--- src/rtl/csr_unit.sv ---
// Machine/supervisor CSR file with trap, mret and sret sequencing; reads and trap are combinational, updates land on the next clock.
// No flow control: every event strobe is accepted in the cycle it is presented.
module csr_unit #(
    parameter int DATA_SIZE = 32
) (
    input  logic                 clock,
    input  logic                 reset,
    input  logic                 wr_en,
    input  logic [11:0]          addr,
    input  logic [DATA_SIZE-1:0] wr_data,
    input  logic                 external_interrupt,
    input  logic                 mem_msip,
    input  logic                 mem_ssip,
    input  logic [DATA_SIZE-1:0] pc,
    input  logic [63:0]          mem_mtime,
    input  logic [63:0]          mem_mtimecmp,
    input  logic                 illegal_instruction,
    input  logic                 ecall,
    input  logic                 mret,
    input  logic                 sret,
    output logic [DATA_SIZE-1:0] rd_data,
    output logic [DATA_SIZE-1:0] mepc,
    output logic [DATA_SIZE-1:0] sepc,
    output logic                 trap,
    output logic [1:0]           privilege_mode
);
    localparam int XLEN = DATA_SIZE;
    localparam logic [11:0] A_MSTATUS  = 12'h300, A_MIE    = 12'h304, A_MTVEC  = 12'h305;
    localparam logic [11:0] A_MSCRATCH = 12'h340, A_MEPC   = 12'h341, A_MCAUSE = 12'h342;
    localparam logic [11:0] A_MIP      = 12'h344, A_SSTATUS = 12'h100, A_SIE   = 12'h104;
    localparam logic [11:0] A_STVEC    = 12'h105, A_SSCRATCH = 12'h140, A_SEPC = 12'h141;
    localparam logic [11:0] A_SCAUSE   = 12'h142, A_SIP    = 12'h144;
    localparam logic [11:0] S_IE_MASK  = 12'h222;
    localparam logic [11:0] M_IE_MASK  = 12'hAAA;

    logic [1:0]      priv_q, priv_d, mpp_q, mpp_d;
    logic            sie_q, sie_d, mie_q, mie_d, spie_q, spie_d, mpie_q, mpie_d, spp_q, spp_d;
    logic [11:0]     ie_q, ie_d;
    logic            stip_q, stip_d, seip_q, seip_d;
    logic [XLEN-1:0] mtvec_q, mtvec_d, stvec_q, stvec_d, mscratch_q, mscratch_d;
    logic [XLEN-1:0] sscratch_q, sscratch_d, mepc_q, mepc_d, sepc_q, sepc_d;
    logic [XLEN-1:0] mcause_q, mcause_d, scause_q, scause_d;

    logic            mtip, sync_exc, int_en;
    logic [11:0]     mip_val, pend;
    logic [3:0]      int_code;
    logic [XLEN-1:0] mstatus_val, sstatus_val, cause;

    assign mtip    = (mem_mtime >= mem_mtimecmp);
    assign mip_val = {external_interrupt, 1'b0, seip_q, 1'b0, mtip, 1'b0,
                      stip_q, 1'b0, mem_msip, 1'b0, mem_ssip, 1'b0};
    assign pend    = mip_val & ie_q;

    always_comb begin
        mstatus_val        = '0;
        mstatus_val[1]     = sie_q;
        mstatus_val[3]     = mie_q;
        mstatus_val[5]     = spie_q;
        mstatus_val[7]     = mpie_q;
        mstatus_val[8]     = spp_q;
        mstatus_val[12:11] = mpp_q;
        sstatus_val        = '0;
        sstatus_val[1]     = sie_q;
        sstatus_val[5]     = spie_q;
        sstatus_val[8]     = spp_q;
    end

    // Interrupts are globally masked only while running in M mode with MIE clear.
    always_comb begin
        int_code = 4'd0;
        if (pend[11])     int_code = 4'd11;
        else if (pend[3]) int_code = 4'd3;
        else if (pend[7]) int_code = 4'd7;
        else if (pend[9]) int_code = 4'd9;
        else if (pend[1]) int_code = 4'd1;
        else if (pend[5]) int_code = 4'd5;
        sync_exc = illegal_instruction | ecall;
        int_en   = (|pend) && (priv_q != 2'b11 || mie_q);
        if (illegal_instruction)
            cause = {{(XLEN-4){1'b0}}, 4'd2};
        else if (ecall)
            cause = {{(XLEN-4){1'b0}}, 4'd8 + {2'b00, priv_q}};
        else
            cause = {1'b1, {(XLEN-5){1'b0}}, int_code};
    end

    always_comb begin
        trap           = sync_exc | int_en;
        mepc           = mepc_q;
        sepc           = sepc_q;
        privilege_mode = priv_q;
        case (addr)
            A_MSTATUS:  rd_data = mstatus_val;
            A_MIE:      rd_data = {{(XLEN-12){1'b0}}, ie_q};
            A_MTVEC:    rd_data = mtvec_q;
            A_MSCRATCH: rd_data = mscratch_q;
            A_MEPC:     rd_data = mepc_q;
            A_MCAUSE:   rd_data = mcause_q;
            A_MIP:      rd_data = {{(XLEN-12){1'b0}}, mip_val};
            A_SSTATUS:  rd_data = sstatus_val;
            A_SIE:      rd_data = {{(XLEN-12){1'b0}}, ie_q & S_IE_MASK};
            A_STVEC:    rd_data = stvec_q;
            A_SSCRATCH: rd_data = sscratch_q;
            A_SEPC:     rd_data = sepc_q;
            A_SCAUSE:   rd_data = scause_q;
            A_SIP:      rd_data = {{(XLEN-12){1'b0}}, mip_val & S_IE_MASK};
            default:    rd_data = '0;
        endcase
    end

    // Priority: trap, then mret, then sret, then a plain CSR write.
    always_comb begin
        priv_d = priv_q;  mpp_d = mpp_q;  sie_d = sie_q;  mie_d = mie_q;
        spie_d = spie_q;  mpie_d = mpie_q; spp_d = spp_q; ie_d = ie_q;
        stip_d = stip_q;  seip_d = seip_q; mtvec_d = mtvec_q; stvec_d = stvec_q;
        mscratch_d = mscratch_q; sscratch_d = sscratch_q;
        mepc_d = mepc_q; sepc_d = sepc_q; mcause_d = mcause_q; scause_d = scause_q;
        if (trap) begin
            mepc_d   = pc;
            mcause_d = cause;
            mpie_d   = mie_q;
            mie_d    = 1'b0;
            mpp_d    = priv_q;
            priv_d   = 2'b11;
        end else if (mret) begin
            mie_d  = mpie_q;
            mpie_d = 1'b1;
            priv_d = mpp_q;
        end else if (sret) begin
            sie_d  = spie_q;
            spie_d = 1'b1;
            priv_d = {1'b0, spp_q};
            spp_d  = 1'b1;
        end else if (wr_en) begin
            case (addr)
                A_MSTATUS: begin
                    sie_d = wr_data[1];  mie_d = wr_data[3];  spie_d = wr_data[5];
                    mpie_d = wr_data[7]; spp_d = wr_data[8];
                    if (wr_data[12:11] != 2'b10) mpp_d = wr_data[12:11];
                end
                A_SSTATUS: begin
                    sie_d = wr_data[1]; spie_d = wr_data[5]; spp_d = wr_data[8];
                end
                A_MIE:      ie_d = wr_data[11:0] & M_IE_MASK;
                A_SIE:      ie_d = (ie_q & ~S_IE_MASK) | (wr_data[11:0] & S_IE_MASK);
                A_MIP, A_SIP: begin
                    stip_d = wr_data[5]; seip_d = wr_data[9];
                end
                A_MTVEC:    mtvec_d    = wr_data;
                A_STVEC:    stvec_d    = wr_data;
                A_MSCRATCH: mscratch_d = wr_data;
                A_SSCRATCH: sscratch_d = wr_data;
                A_MEPC:     mepc_d     = {wr_data[XLEN-1:2], 2'b00};
                A_SEPC:     sepc_d     = {wr_data[XLEN-1:2], 2'b00};
                A_MCAUSE:   mcause_d   = wr_data;
                A_SCAUSE:   scause_d   = wr_data;
                default: ;
            endcase
        end
    end

    always_ff @(posedge clock) begin
        if (reset) begin
            priv_q <= 2'b11; mpp_q <= '0; sie_q <= 1'b0; mie_q <= 1'b0;
            spie_q <= 1'b0; mpie_q <= 1'b0; spp_q <= 1'b0; ie_q <= '0;
            stip_q <= 1'b0; seip_q <= 1'b0; mtvec_q <= '0; stvec_q <= '0;
            mscratch_q <= '0; sscratch_q <= '0; mepc_q <= '0; sepc_q <= '0;
            mcause_q <= '0; scause_q <= '0;
        end else begin
            priv_q <= priv_d; mpp_q <= mpp_d; sie_q <= sie_d; mie_q <= mie_d;
            spie_q <= spie_d; mpie_q <= mpie_d; spp_q <= spp_d; ie_q <= ie_d;
            stip_q <= stip_d; seip_q <= seip_d; mtvec_q <= mtvec_d; stvec_q <= stvec_d;
            mscratch_q <= mscratch_d; sscratch_q <= sscratch_d; mepc_q <= mepc_d;
            sepc_q <= sepc_d; mcause_q <= mcause_d; scause_q <= scause_d;
        end
    end
endmodule

--- config.mk ---
export PLATFORM = sky130hd
export DESIGN_NAME = csr_unit
export DESIGN_NICKNAME = d
export VERILOG_FILES = /design/src/rtl/csr_unit.sv
export SDC_FILE = /design/constraint.sdc
export NUM_CORES = 1
export LEC_CHECK = 0
export CORE_MARGIN = 4
export CORE_UTILIZATION = 40
export CTS_BUF_LIST = sky130_fd_sc_hd__clkbuf_8
export CTS_CLUSTER_DIAMETER = 200
export DETAILED_ROUTE_END_ITERATION = 12
export PLACE_DENSITY = 0.67
export SETUP_SLACK_MARGIN = 0.5
export SYNTH_ARGS = -nofsm -noshare
export SYNTH_HDL_FRONTEND = slang
export SYNTH_SLANG_ARGS = --single-unit
--- constraint.sdc ---
create_clock -name clock -period 5.6 [get_ports clock]
set_input_delay 1.12 -clock clock [delete_from_list [all_inputs] [get_ports clock]]
set_output_delay 1.12 -clock clock [all_outputs]
set_load 0.005 [all_outputs]
==> flow_summary.ini <==
[outcome]
outcome = complete, no violations

[clock_tree]
cts_tree = built
clkLatencyLatePin_ps = 550
clk_pin_slew_worst_paths_ps = 60
cts_buffers = 44
cts.sinks = 271
htreeDepth = 2
cts_root_buffer = clkbuf_8
clock_path_buffers = 3

[final_layout]
layout.cells.non_filler = 2456
final_nets = 2260
fillerInstances = 3119
finalCoreUtilization = 0.542
final_cell_area_um2 = 17800
antennaDiodeCount = 0
area_growth_pct = 32.2
layout-drive-gt1-share = 0.0720

[power]
power.leakage_uw = 0.00633
power_density_nw_per_um2 = 232
ir_worst_vdd_uv = 142

[global_route]
grt_pass1_vias = 13200
grt_max_degree = 98
grt_overflow = 0
antenna_found_initial = 0
grt_usage = 0.255
grt_pass1_wl_um = 74200

[flow_run]
max_cap_violations = 0

[place]
place_hpwl_um = 33400
placedInstanceArea_um2 = 16900
place_congestion = 0.886
dp.cells = 2377
io_buffers = 310

[critical_path]
crit_path_max_fanout = 18
cp_slowest_cell = clkdlybuf4s50_1
crit_path_start_kind = input pin
crit_required_ps = 4480
crit_chain = clkdlybuf4s50_1, or3_1, nor3_1, nand2_1, nor2_4, buf_12, a22oi_1, nand4_1, clkdlybuf4s50_1
regToRegStartpoint = ie_q[3]$_SDFFE_PP0P_
cpMostUsedCell = clkdlybuf4s50_1
worstSetupEndpointType = output port
critical_path_arrival_ps = 3960
slowest_delay_ps = 560
critPathLaunch = addr[7]
worstSetupPathType = in -> out

[logic_synthesis]
yosysSeqAreaShare = 0.402
synth_top_area_share = 0.402
ys.flop_type = dfxtp_1
yosys_warnings = 0
synth_area_um2 = 13500
yosys-top-cells-area = dfxtp_1 (40%), nand2_1 (12%), a21oi_1 (8.4%), ha_1 (5.9%), a22oi_1 (5.5%)
ys_seq_elements = 271
yosys-top-cells-count = nand2_1 (442), dfxtp_1 (271), a21oi_1 (225)
synth-edff-count = 0
postSynthCellCount = 1733
synthArstFlopShare = 0
syn_area_per_cell_um2 = 7.78
yosys.area.top_type = dfxtp_1
yosysUniqueCellTypes = 57
yosysMostFrequentCell = nand2_1

[sta]
rsz0062_at_grt = no
min_period_ps = 5080
fmaxAchievable_mhz = 197
fin_skew_ps = 15.8
setup_tns_ps = 0
finalCritPeriodShare = 0.908
finalSetupViolCount = 0
report.final.hold_viol_count = 0
relSlewSlack = 0.186
worst-slew-pin-transition_ps = 1220
final_max_slew_viol_count = 0

[hold_path]
hold_path_class = reg -> reg
hp-start = mtvec_q[6]$_SDFFE_PP0P_

[detailed_routing]
postRouteAntennaNets = 0
drc = 0
via_per_inst = 5.59
dr_total_vias = 13700
wl_um = 49000
initialDrtViolationCount = 1232
routedWlPerCell_um = 19.9
first_pass_iters = 6

[floorplan]
io_pins = 313
die_y_um = 192
std_cell_rows = 66
die_width_um = 192
fp.coreArea_um2 = 32900
start_util = 0.410
die-area_um2 = 36700
==> state kept, by name, indices dropped and copies added, names as in the netlist, 6 cells and up <==
signal,cells
scause_q,32
sepc,30
mepc,32
mtvec_q,32
stvec_q,32
mscratch_q,32
sscratch_q,32
ie_q,6
mcause_q,32
==> repair_timing <==
| action | CTS | global route |
|---|---|---|
| pin swaps | 1 | 2 |
| endpoints found under the hold margin | 0 | 0 |
| buffers inserted | 1 | 0 |
| resized for setup | 5 | 11 |
| setup endpoints to repair | 19 | 24 |
| hold buffers | 0 | 0 |
==> layer usage <==
layer  up-vias  global-route usage  share of wire
met2       571               0.428           0.48
li1       6527                   -              -
met5         -                   0              0
met3        89              0.0407          0.074
met1      6544               0.341           0.42
met4         0              0.0710          0.026
==> worst max-delay path: cells and delay by family <==
family	cells	cell delay, ps
compound gates	1	130
simple gates	5	1490
buf+inv	3	1200
==> area by class of cell <==
class	instances	area (µm²)	share of cell area
clock inverter	22	93.8	0.00526
tap	442	553	0.0310
sequential	271	5430	0.304
timing repair buffer	351	3480	0.195
clock buffer	56	771	0.0432
inverter	71	267	0.0149
multi-input combinational	1243	7240	0.406
==> where the power goes <==
group | internal, µW | switching [µW] | total [µW]
clock | 897 | 784 | 1680
sequential | 1960 | 25.6 | 1980
combinational | 247 | 225 | 472
==> cells in the final DEF (no fill, tap or decap), types with 6 or more instances in the layout <==
master	netlist	routed
a211oi_1	6	6
a21boi_4	6	6
a21oi_1	225	224
a221oi_1	13	13
a222oi_1	9	9
a22o_1	11	11
a22oi_1	98	98
a311oi_1	30	30
and4_1	6	6
buf_4	24	36
clkbuf_8	0	56
clkdlybuf4s50_1	0	307
dfxtp_1	271	271
ha_1	64	64
inv_1	71	87
mux2i_1	41	41
nand2_1	442	441
nand2b_1	6	6
nand3_1	51	51
nand4_1	33	33
nor2_1	98	92
nor3_1	12	9
o21ai_0	19	17
o21ai_4	0	6
==> logic make-up (layout without fill, tap and decap cells) <==
kind of cell / Yosys count / in the layout / share of synthesized area
other: 1 / 2 / 0.000278
adders and majority gates: 64 / 64 / 0.0594
muxes: 42 / 42 / 0.0313
and+or+nand+nor: 682 / 682 / 0.213
AOI/OAI and AO/OA: 453 / 453 / 0.219
DFF: 271 / 271 / 0.402
buffers and inverters: 220 / 500 / 0.0747
==> final timing paths <==
path / cells after the start / slack [ps] / to
setup / recovery: 9 / 520 / rd_data[1]
hold / removal: 2 / 450 / mtvec_q[6]$_SDFFE_PP0P_
setup reg to reg: 8 / 2560 / mscratch_q[19]$_SDFFE_PP0P_
hold reg to reg: 2 / 450 / mtvec_q[6]$_SDFFE_PP0P_
==> through the flow <==
| step | worst slack (ps) | hold WS (ps) | power, µW |
|---|---|---|---|
| after floorplan | 1030 | 431 | 2220 |
| after global placement | 300 | 437 | 2480 |
| after detailed placement | 244 | 443 | 2490 |
| after CTS | 440 | 451 | 4150 |
| after global routing | 498 | 459 | 4290 |
| final | 516 | 451 | 4130 |
No activity file was read; power rests on OpenSTA's default activity.
